File: src/rtl/blockmem_2p_pkg.sv
// Shared constants and types for the blockmem_2p read-port arbiter.
package blockmem_2p_pkg;

  localparam int C_MAX_NREQ = 4;
  localparam int C_IDWIDTH  = 2;

  typedef struct packed {
    logic                 valid;
    logic [C_IDWIDTH-1:0] id;
  } rd_tag_t;

endpackage

File: src/rtl/blockmem_2p_rsp_fifo.sv
// Small synchronous FIFO with register storage for read responses.
module blockmem_2p_rsp_fifo #(
  parameter  int WIDTH = 34,
  parameter  int DEPTH = 3,
  localparam int CW    = $clog2(DEPTH + 1),
  localparam int PW    = $clog2(DEPTH)
) (
  input  logic             clk,
  input  logic             resetn,
  input  logic             push,
  input  logic [WIDTH-1:0] din,
  input  logic             pop,
  output logic [WIDTH-1:0] dout,
  output logic             full,
  output logic             empty,
  output logic [CW-1:0]    count
);

  logic [WIDTH-1:0] mem [DEPTH];
  logic [PW-1:0]    wr_ptr;
  logic [PW-1:0]    rd_ptr;
  logic             do_push;
  logic             do_pop;

  assign full    = (count == CW'(DEPTH));
  assign empty   = (count == '0);
  assign do_push = push;
  assign do_pop  = pop && !empty;
  assign dout    = mem[rd_ptr];

  function automatic logic [PW-1:0] nxt(input logic [PW-1:0] p);
    return (p == PW'(DEPTH - 1)) ? '0 : p + PW'(1);
  endfunction

  always_ff @(posedge clk) begin
    if (!resetn) begin
      wr_ptr <= '0;
      rd_ptr <= '0;
      count  <= '0;
    end else begin
      if (do_push) wr_ptr <= nxt(wr_ptr);
      if (do_pop)  rd_ptr <= nxt(rd_ptr);
      count <= count + CW'(do_push) - CW'(do_pop);
    end
  end

  always_ff @(posedge clk) begin
    if (do_push) mem[wr_ptr] <= din;
  end

endmodule

File: src/rtl/blockmem_2p_rd_arb.sv
// Round-robin read-port arbiter with latency tracking and a
// credit-protected response FIFO for port B of blockmem_2p_wrapper.
module blockmem_2p_rd_arb
  import blockmem_2p_pkg::*;
#(
  parameter  int G_NREQ      = 2,
  parameter  int G_DATAWIDTH = 32,
  parameter  int G_MEMDEPTH  = 1024,
  parameter  int G_ADDRWIDTH = $clog2(G_MEMDEPTH),
  parameter  int G_RDLATENCY = 1,
  localparam int G_FIFODEPTH = G_RDLATENCY + 2
) (
  input  logic                          clk,
  input  logic                          resetn,
  input  logic [G_NREQ-1:0]             req_valid,
  input  logic [G_NREQ*G_ADDRWIDTH-1:0] req_addr,
  output logic [G_NREQ-1:0]             req_ready,
  output logic                          rsp_valid,
  output logic [C_IDWIDTH-1:0]          rsp_id,
  output logic [G_DATAWIDTH-1:0]        rsp_data,
  input  logic                          rsp_ready,
  output logic                          mem_enb,
  output logic [G_ADDRWIDTH-1:0]        mem_addrb,
  input  logic [G_DATAWIDTH-1:0]        mem_doutb
);

  localparam int CW = $clog2(G_FIFODEPTH + 1);
  localparam int FW = G_DATAWIDTH + C_IDWIDTH;

  if (G_NREQ < 2 || G_NREQ > C_MAX_NREQ) begin : g_bad_nreq
    $error("G_NREQ out of range");
  end
  if (G_RDLATENCY < 1 || G_RDLATENCY > 2) begin : g_bad_lat
    $error("G_RDLATENCY must be 1 or 2");
  end

  logic [C_IDWIDTH-1:0] last;
  logic [C_IDWIDTH-1:0] gnt_id;
  logic                 found;
  logic [CW-1:0]        credits;
  logic                 can_issue;
  logic                 issue;
  logic                 pop;
  logic                 push;
  rd_tag_t              pipe [G_RDLATENCY];
  logic [FW-1:0]        fifo_dout;
  logic                 fifo_full;
  logic                 fifo_empty;
  logic [CW-1:0]        fifo_count;

  // A pop only frees its credit from the next cycle on.
  assign can_issue = resetn && (credits < CW'(G_FIFODEPTH));

  // Two passes: above `last` first, then wrap to 0..last.
  always_comb begin
    found  = 1'b0;
    gnt_id = '0;
    for (int i = 0; i < G_NREQ; i++) begin
      if (!found && req_valid[i] && i > int'(last)) begin
        found  = 1'b1;
        gnt_id = C_IDWIDTH'(i);
      end
    end
    for (int i = 0; i < G_NREQ; i++) begin
      if (!found && req_valid[i] && i <= int'(last)) begin
        found  = 1'b1;
        gnt_id = C_IDWIDTH'(i);
      end
    end
  end

  always_comb begin
    req_ready = '0;
    for (int i = 0; i < G_NREQ; i++) begin
      req_ready[i] = can_issue && found
                     && (gnt_id == C_IDWIDTH'(i));
    end
  end

  assign issue   = |req_ready;
  assign mem_enb = issue;

  always_comb begin
    mem_addrb = req_addr[G_ADDRWIDTH-1:0];
    for (int i = 0; i < G_NREQ; i++) begin
      if (issue && gnt_id == C_IDWIDTH'(i)) begin
        mem_addrb = req_addr[i*G_ADDRWIDTH +: G_ADDRWIDTH];
      end
    end
  end

  always_ff @(posedge clk) begin
    if (!resetn) begin
      last <= C_IDWIDTH'(G_NREQ - 1);
    end else if (issue) begin
      last <= gnt_id;
    end
  end

  always_ff @(posedge clk) begin
    if (!resetn) begin
      for (int s = 0; s < G_RDLATENCY; s++) pipe[s] <= '0;
    end else begin
      pipe[0] <= '{valid: issue, id: gnt_id};
      for (int s = 1; s < G_RDLATENCY; s++) pipe[s] <= pipe[s-1];
    end
  end

  always_ff @(posedge clk) begin
    if (!resetn) begin
      credits <= '0;
    end else begin
      credits <= credits + CW'(issue) - CW'(pop);
    end
  end

  assign push      = pipe[G_RDLATENCY-1].valid;
  assign rsp_valid = !fifo_empty;
  assign pop       = rsp_valid && rsp_ready;
  assign rsp_id    = fifo_dout[G_DATAWIDTH +: C_IDWIDTH];
  assign rsp_data  = fifo_dout[G_DATAWIDTH-1:0];

  blockmem_2p_rsp_fifo #(
    .WIDTH (FW),
    .DEPTH (G_FIFODEPTH)
  ) u_fifo (
    .clk    (clk),
    .resetn (resetn),
    .push   (push),
    .din    ({pipe[G_RDLATENCY-1].id, mem_doutb}),
    .pop    (pop),
    .dout   (fifo_dout),
    .full   (fifo_full),
    .empty  (fifo_empty),
    .count  (fifo_count)
  );

  always_ff @(posedge clk) begin
    if (resetn) begin
      assert (!(push && fifo_full));
      assert (credits <= CW'(G_FIFODEPTH));
      assert (fifo_count <= credits);
    end
  end

endmodule

File: config.mk
export PLATFORM = sky130hd
export DESIGN_NAME = blockmem_2p_rd_arb
export DESIGN_NICKNAME = d
export VERILOG_FILES = /design/src/rtl/blockmem_2p_pkg.sv /design/src/rtl/blockmem_2p_rsp_fifo.sv /design/src/rtl/blockmem_2p_rd_arb.sv
export SDC_FILE = /design/constraint.sdc
export NUM_CORES = 1
export LEC_CHECK = 0
export BUFFER_PORTS_ARGS = -buffer_cell sky130_fd_sc_hd__buf_4
export CELL_PAD_IN_SITES_DETAIL_PLACEMENT = 0
export CELL_PAD_IN_SITES_GLOBAL_PLACEMENT = 1
export CORE_UTILIZATION = 43
export DETAILED_ROUTE_END_ITERATION = 8
export MAX_ROUTING_LAYER = met4
export PLACE_DENSITY_LB_ADDON = 0.2
export RECOVER_POWER = 25
export SYNTH_ARGS = -nofsm -noshare
export SYNTH_HDL_FRONTEND = slang
export SYNTH_SLANG_ARGS = --single-unit
File: constraint.sdc
create_clock -name clk -period 4.2 [get_ports clk]
set_input_delay 0.84 -clock clk [delete_from_list [all_inputs] [get_ports clk]]
set_output_delay 0.84 -clock clk [all_outputs]
set_load 0.01 [all_outputs]
==> out/results.ini, run 1 <==
[clock_tree]
clkLatencyLatePin_ns=0.36
cts_resized=0
cts_buffer_depth=2
cts_tree=done
clock-sinks=112
cts_buffers=9
clk_pin_slew_ns=0.10
root_buffer=clkbuf_8
hold_buffers=0
htreeDepth=3
postCtsSetupRepairBufs=0

[logic_synthesis]
synth_top_family_by_area=multiplexers
yosys.area_share.xor_xnor_pct=0.801
synth-simple-area-share_pct=5.46
synth_fa_ha_area_share_pct=1.14
synthMuxAreaShare_pct=10.8
syn_nets=342
synth.cell_area_um2=4370
syn_inst=281
syn_area_per_cell_um2=15.6
ys_seq_elements=112
ys_seq_area_share_pct=73.9
yosys_warnings=0
synth_compound_area_share_pct=5.35
yosysUniqueCellTypes=29

[finish]
post-route-util_pct=54.9
layout.area.seq_um2=3240
drive_above_1_share_pct=30.4
area_growth_pct=23.3
fillers=824
diodes=0
multi_input_area_um2=1050
final_cells=521
nets=444

[worst_setup_path]
max_stage_delay_ns=0.90
crit_slowest_cell=dfxtp_2
crit_required_ns=3.36
path_buf_inv=2
crit_arrival_ns=2.13
setup.worst_path.start_class=flop
critPathMaxFanout=25
cp-end-kind=primary output
critPathTopFamily=flip-flops
path_cells=buf_4, mux2i_1, o21ai_0, buf_4
critPathMostFrequentCell=buf_4
crit_type=flop to primary output

[placement]
pre_cts_slack_ns=1.28
port_buffers=103
hpwl_um=4660
gp_congestion=0.695
dp_cells=505

[power_and_ir_drop]
max-vdd-ir-drop_uv=212
powerDensity_nw_per_um2=477
leakage_nw=1.92
power_mw=2.57

[routing]
viasPerCell=4.80
drtIter0Drc=50
wl_per_cell_um=14.4
firstDrtPassIters=4
final_antenna_net_count=0
wl_um=7520
drc=0
num_vias=2501

[floorplanning]
start_util_pct=44.5
die_x_um=103
pin_count=105
die_area_um2=10600
dieHeight_um=103
fp-row-count=36
core_area_um2=9820

[worst_hold_path]
hold_path_class=flop to flop

[grt]
antenna_found_initial=0
first_global_vias=2384
grt_usage_pct=15.0
grt_pass1_wl_um=10900
grt_overflow=0
grt_max_degree=67

[timing]
period_needed_ns=2.97
rsz0062_at_grt=no
finalCritPeriodShare_pct=70.7
max_freq_mhz=337
finalSetupViolations=0
hold_viol=0
tns_ns=0
fin_ws_ns=1.23
max_slew_margin_pct=26.4
slew_viol_final=0
worstMarginPinSlew_ns=1.10
skew_ns=0.00791

[outcome]
status=completed

[run]
max-cap-violations=0

==> through the flow <==
stage / hold slack (ns) / instance area (µm²)
after global placement: 0.437 / 5270
final: 0.475 / 5390
after CTS: 0.475 / 5470
after global routing: 0.498 / 5390
after detailed placement: 0.452 / 5270
after floorplan: 0.421 / 4370
==> registers in the layout, summed over array words and instances, names as in the netlist, named ones only <==
| name | flops |
|---|---|
| credits | 2 |
| u_fifo.wr_ptr | 2 |
| last | 1 |
| pipe | 2 |
| u_fifo.rd_ptr | 2 |
| u_fifo.mem | 99 |
| u_fifo.count | 2 |
==> final cells by class <==
type | instances | share of cell area, %
clock buffer | 9 | 2.30
clock inverter | 7 | 1.32
inverter | 7 | 0.487
multi-input combinational | 148 | 19.6
sequential | 112 | 60.0
tap | 133 | 3.09
timing repair buffer | 105 | 13.2
==> path summary, 6_finish.rpt <==
kind / from / to / slack (ns) / cells past startpoint
max: flop / rsp_data[29] / 1.23 / 4
min: pipe[0][0] / u_fifo.mem[0][32] / 0.48 / 0
max reg2reg: pipe[0][1] / u_fifo.mem[0][20] / 2.29 / 2
min reg2reg: pipe[0][0] / u_fifo.mem[0][32] / 0.48 / 0
==> layout by cell type (no fill, tap or decap), drive strengths merged <==
cell type / instances
and2: 4
clkinv: 3
o21a: 2
a21oi: 2
conb: 1
xnor2: 4
o211ai: 1
clkinvlp: 2
dfxtp: 13
ha: 4
mux2: 10
nor3b: 1
nand4: 1
mux2i: 33
or3b: 1
nor2: 2
clkbuf: 32
nand2: 39
or3: 1
o21ai: 35
edfxtp: 99
inv: 8
buf: 82
or2: 1
bufinv: 1
nor2b: 2
and3: 1
a21boi: 3
==> power breakdown <==
group	leakage, nW	total [mW]	switching, mW	internal [mW]
Combinational	0.814	0.563	0.257	0.306
Sequential	1.02	1.38	0.0839	1.30
Clock	0.0933	0.626	0.350	0.276
Total	1.92	2.57	0.691	1.88
==> logic make-up after synthesis <==
family	count (synthesis)
AOI/OAI and AO/OA	43
xor gates and xnor gates	4
adders and majority gates	4
buffers and inverters	21
DFF	112
muxes	43
other	1
and+or+nand+nor	53
==> Yosys cell counts <==
library cell	instances	area share, %
a21boi_0	3	0.51
a21oi_1	2	0.23
and2_1	4	0.57
and3_1	1	0.14
buf_2	3	0.34
buf_4	4	0.69
buf_6	1	0.26
clkbuf_1	6	0.51
conb_1	1	0.086
dfxtp_1	13	6.0
edfxtp_1	99	68
ha_1	4	1.1
inv_1	7	0.60
mux2_2	2	0.51
mux2_4	8	2.7
mux2i_1	33	7.6
nand2_1	39	3.3
nand4_2	1	0.29
nor2_1	2	0.17
nor2b_1	2	0.29
nor3b_1	1	0.17
o211ai_1	1	0.17
o21a_1	2	0.34
o21ai_0	34	3.9
o21ai_2	1	0.20
or2_2	1	0.14
or3_1	1	0.14
or3b_1	1	0.20
xnor2_1	4	0.80
==> layer usage <==
| metal | up-vias | track usage (%) | share of wire (%) |
|---|---|---|---|
| met2 | 88 | 25.2 | 50 |
| met1 | 1167 | 16.2 | 42 |
| met5 | - | - | 0 |
| met4 | 0 | 8.34 | 2.0 |
| met3 | 15 | 3.80 | 5.9 |
| li1 | 1231 | - | - |
Note: power is estimated with default switching activity, not from simulation.
==> run 2, diff against run 1 <==
--- a/config.mk
+++ b/config.mk
@@ -5,10 +5,11 @@
 export SDC_FILE = /design/constraint.sdc
 export NUM_CORES = 1
 export LEC_CHECK = 0
+export ABC_AREA = 1
 export BUFFER_PORTS_ARGS = -buffer_cell sky130_fd_sc_hd__buf_4
 export CELL_PAD_IN_SITES_DETAIL_PLACEMENT = 0
 export CELL_PAD_IN_SITES_GLOBAL_PLACEMENT = 1
-export CORE_UTILIZATION = 43
+export CORE_UTILIZATION = 42
 export DETAILED_ROUTE_END_ITERATION = 8
 export MAX_ROUTING_LAYER = met4
 export PLACE_DENSITY_LB_ADDON = 0.2
==> constraint.sdc (replaced) <==
create_clock -name clk -period 2.9 [get_ports clk]
set_input_delay 0.58 -clock clk [delete_from_list [all_inputs] [get_ports clk]]
set_output_delay 0.58 -clock clk [all_outputs]
set_load 0.01 [all_outputs]
==> run 2 against run 1 <==
Effect of this change:
- synthesized cell count rose by 32%
- cell count rose by 18%
- worst hold slack worse by 0.066 ns
- register-to-register slack worse by 1.4 ns
==> out/results.ini, run 2 <==
[finish]
nets=535  ; was 444
area_growth_pct=21.6  ; was 23.3%
layout.area.seq_um2=3240  ; unchanged
largest_reg_flops=99  ; unchanged
layout_commonest_cell=edfxtp_1  ; unchanged
drive_above_1_share_pct=22.1  ; was 30.4%
multi_input_area_um2=971  ; was 1050 µm²
fillers=953  ; was 824
diodes=0  ; unchanged
layout_common_cells=edfxtp_1 (99), nand2_1 (84), buf_4 (82)  ; was edfxtp_1 (99), buf_4 (82), nand2_1 (39)
top_register=u_fifo.mem  ; unchanged

[clock_tree]
clkLatencyLatePin_ns=0.36  ; about the same
clock-sinks=112  ; unchanged
cts_buffer_depth=2  ; unchanged
cts_buffers=9  ; unchanged
hold_buffers=0  ; unchanged
postCtsSetupRepairBufs=0  ; unchanged
cts_tree=done  ; unchanged
htreeDepth=3  ; unchanged
clk_pin_slew_ns=0.10  ; about the same
cts_resized=0  ; unchanged
root_buffer=clkbuf_8  ; unchanged

[worst_setup_path]
cp-end-kind=primary output  ; unchanged
crit_required_ns=2.32  ; was 3.36 ns
rrSetupSlack_ns=0.90  ; was 2.29 ns
crit_type=flop to primary output  ; unchanged
crit_arrival_ns=1.77  ; was 2.13 ns
reg2reg_from=u_fifo.wr_ptr[0]  ; was pipe[0][1]
critPathMaxFanout=20  ; was 25
setup.worst_path.start_class=flop  ; unchanged
worstRegToRegCells=4  ; was 2
r2r-end=u_fifo.mem[0][12]  ; was u_fifo.mem[0][20]

[grt]
grt_pass1_wl_um=13800  ; was 10900 µm
grt_max_degree=34  ; was 67
antenna_found_initial=0  ; unchanged
first_global_vias=2895  ; was 2384
grt_usage_pct=17.1  ; was 15.0%
grt_overflow=0  ; unchanged

[logic_synthesis]
synth_top_area_share_pct=66.9  ; was 68.0%
syn_area_per_cell_um2=12.0  ; was 15.6 µm²
yosysUniqueCellTypes=17  ; was 29
syn_inst=371  ; was 281
yosysMostFrequentCell=edfxtp_1  ; unchanged
ys_seq_area_share_pct=72.7  ; was 73.9%
synth-async-reset-ratio_pct=0  ; unchanged
syn_nets=432  ; was 342
synth_top_flop_cell=edfxtp_1  ; unchanged
synth_commonest_cells=edfxtp_1 (99), nand2_1 (84), a21oi_1 (70)  ; was edfxtp_1 (99), nand2_1 (39), o21ai_0 (34)
synth_edf_count=99  ; unchanged
yosys_warnings=0  ; unchanged
netlist.top_cell.by_area=edfxtp_1  ; unchanged
synth.area.top_cells=edfxtp_1 (67%), a21oi_1 (7.9%), nand2_1 (7.1%)  ; was edfxtp_1 (68%), mux2i_1 (7.6%), dfxtp_1 (6.0%)
ys_seq_elements=112  ; unchanged
synth.cell_area_um2=4450  ; was 4370 µm²

[placement]
pre_cts_slack_ns=0.914  ; was 1.28 ns
gp_congestion=0.698  ; was 0.695
port_buffers=103  ; unchanged
hpwl_um=5740  ; was 4660 µm

[timing]
tns_ns=0  ; unchanged
max_slew_margin_pct=47.1  ; was 26.4%
finalCritPeriodShare_pct=81.1
period_needed_ns=2.35
skew_ns=0.0102  ; was 0.00791 ns
hold_viol=0  ; unchanged
worstMarginPinSlew_ns=0.788  ; was 1.10 ns
rsz0062_at_grt=no  ; unchanged
fin_ws_ns=0.549  ; was 1.23 ns
finalSetupViolations=0  ; unchanged
max_freq_mhz=425
slew_viol_final=0  ; unchanged

[floorplanning]
die_area_um2=11000  ; was 10600 µm²
core_area_um2=10300  ; was 9820 µm²
pin_count=105  ; unchanged
die_x_um=105  ; was 103 µm
dieHeight_um=105  ; was 103 µm
fp-row-count=37  ; was 36
start_util_pct=43.3  ; was 44.5%

[power_and_ir_drop]
max-vdd-ir-drop_uv=285  ; was 212 µV
powerDensity_nw_per_um2=805  ; was 477 nW/µm²
leakage_nw=2.16  ; was 1.92 nW

[routing]
firstDrtPassIters=4  ; unchanged
viasPerCell=4.82  ; was 4.80
drc=0  ; unchanged
wl_um=8850  ; was 7520 µm
num_vias=2967  ; was 2501
final_antenna_net_count=0  ; unchanged
drtIter0Drc=105  ; was 50
wl_per_cell_um=14.4  ; about the same

[run]
max-cap-violations=0  ; unchanged

[worst_hold_path]
holdPathStages=1  ; was 0
hold_end=u_fifo.mem[2][29]  ; was u_fifo.mem[0][32]
hold_start=mem_doutb[29]  ; was pipe[0][0]
hold_path_class=input port to flop  ; was flop to flop

[outcome]
status=completed  ; unchanged

-- run 2: cell count changes after synthesis, sizes merged, moves of 9 or more --
cell   change
mux2      -10
buf        +9
mux2i     -33
nor2      +43
nand2     +48
o21ai     -35
inv       +21
a21oi     +68
-- run 2: report_power, final --
group          switching (mW)  internal [mW]
clock network           0.532          0.416
registers              0.0916           1.91
logic                   0.802          0.608
total                    1.43           2.93
-- run 2: layer usage --
metal | up-vias | track usage [%] | wire, µm
met4 | 0 | 6.34 | 57
met1 | 1408 | 20.5 | 3920
met2 | 89 | 28.4 | 4360
met3 | 5 | 3.93 | 516
li1 | 1465 | - | -
met5 | - | - | 0
-- run 2: cell families (layout without fill, tap and decap cells) --
logic type | Yosys count | count (layout) | synth area share [%]
adders and majority gates | 4 | 4 | 1.13
DFF | 112 | 112 | 72.7
and+or+nand+nor | 139 | 139 | 12.5
buffers and inverters | 45 | 153 | 5.69
AOI/OAI and AO/OA | 70 | 70 | 7.88
other | 1 | 1 | 0.0844
-- run 2: final cells by class --
cell class / instances / share of cell area [%]
Clock buffer: 10 / 2.36
Clock inverter: 6 / 1.41
Inverter: 28 / 2.04
Multi-Input combinational cell: 214 / 18.0
Sequential cell: 112 / 59.8
Tap cell: 136 / 3.15
Timing Repair Buffer: 109 / 13.3
-- run 2: worst max-delay path by stage --
stage                           startpoint           endpoint  slack, ns  cells after the start
after floorplan                 pipe[0][1]   u_fifo.mem[2][0]       0.76                      2
after global placement    u_fifo.wr_ptr[0]  u_fifo.mem[0][12]       0.96                      4
after detailed placement  u_fifo.wr_ptr[0]  u_fifo.mem[0][12]       0.91                      4
after CTS                             flop       rsp_data[30]       0.52                      4
after global routing                  flop       rsp_data[30]       0.43                      4
final                                 flop          rsp_id[0]       0.55                      4
-- run 2: worst max-delay path: stages (launching register included) --
cell	delay [ns]
dfxtp_2	0.63
buf_4	0.32
a21oi_1	0.09
a21oi_1	0.20
buf_4	0.16
-- run 2: through the flow --
stage	hold slack [ns]	instance area (µm²)	total power, mW	cells	utilization, %
2_1_floorplan	0.421	4450	2.86	371	-
3_3_place_gp	0.445	5310	3.46	599	51.6
3_5_place_dp	0.437	5310	3.48	599	51.6
4_1_cts	0.379	5510	4.41	615	53.6
5_1_grt	0.388	5410	4.60	615	52.6
6_report	0.409	5410	4.36	615	52.6
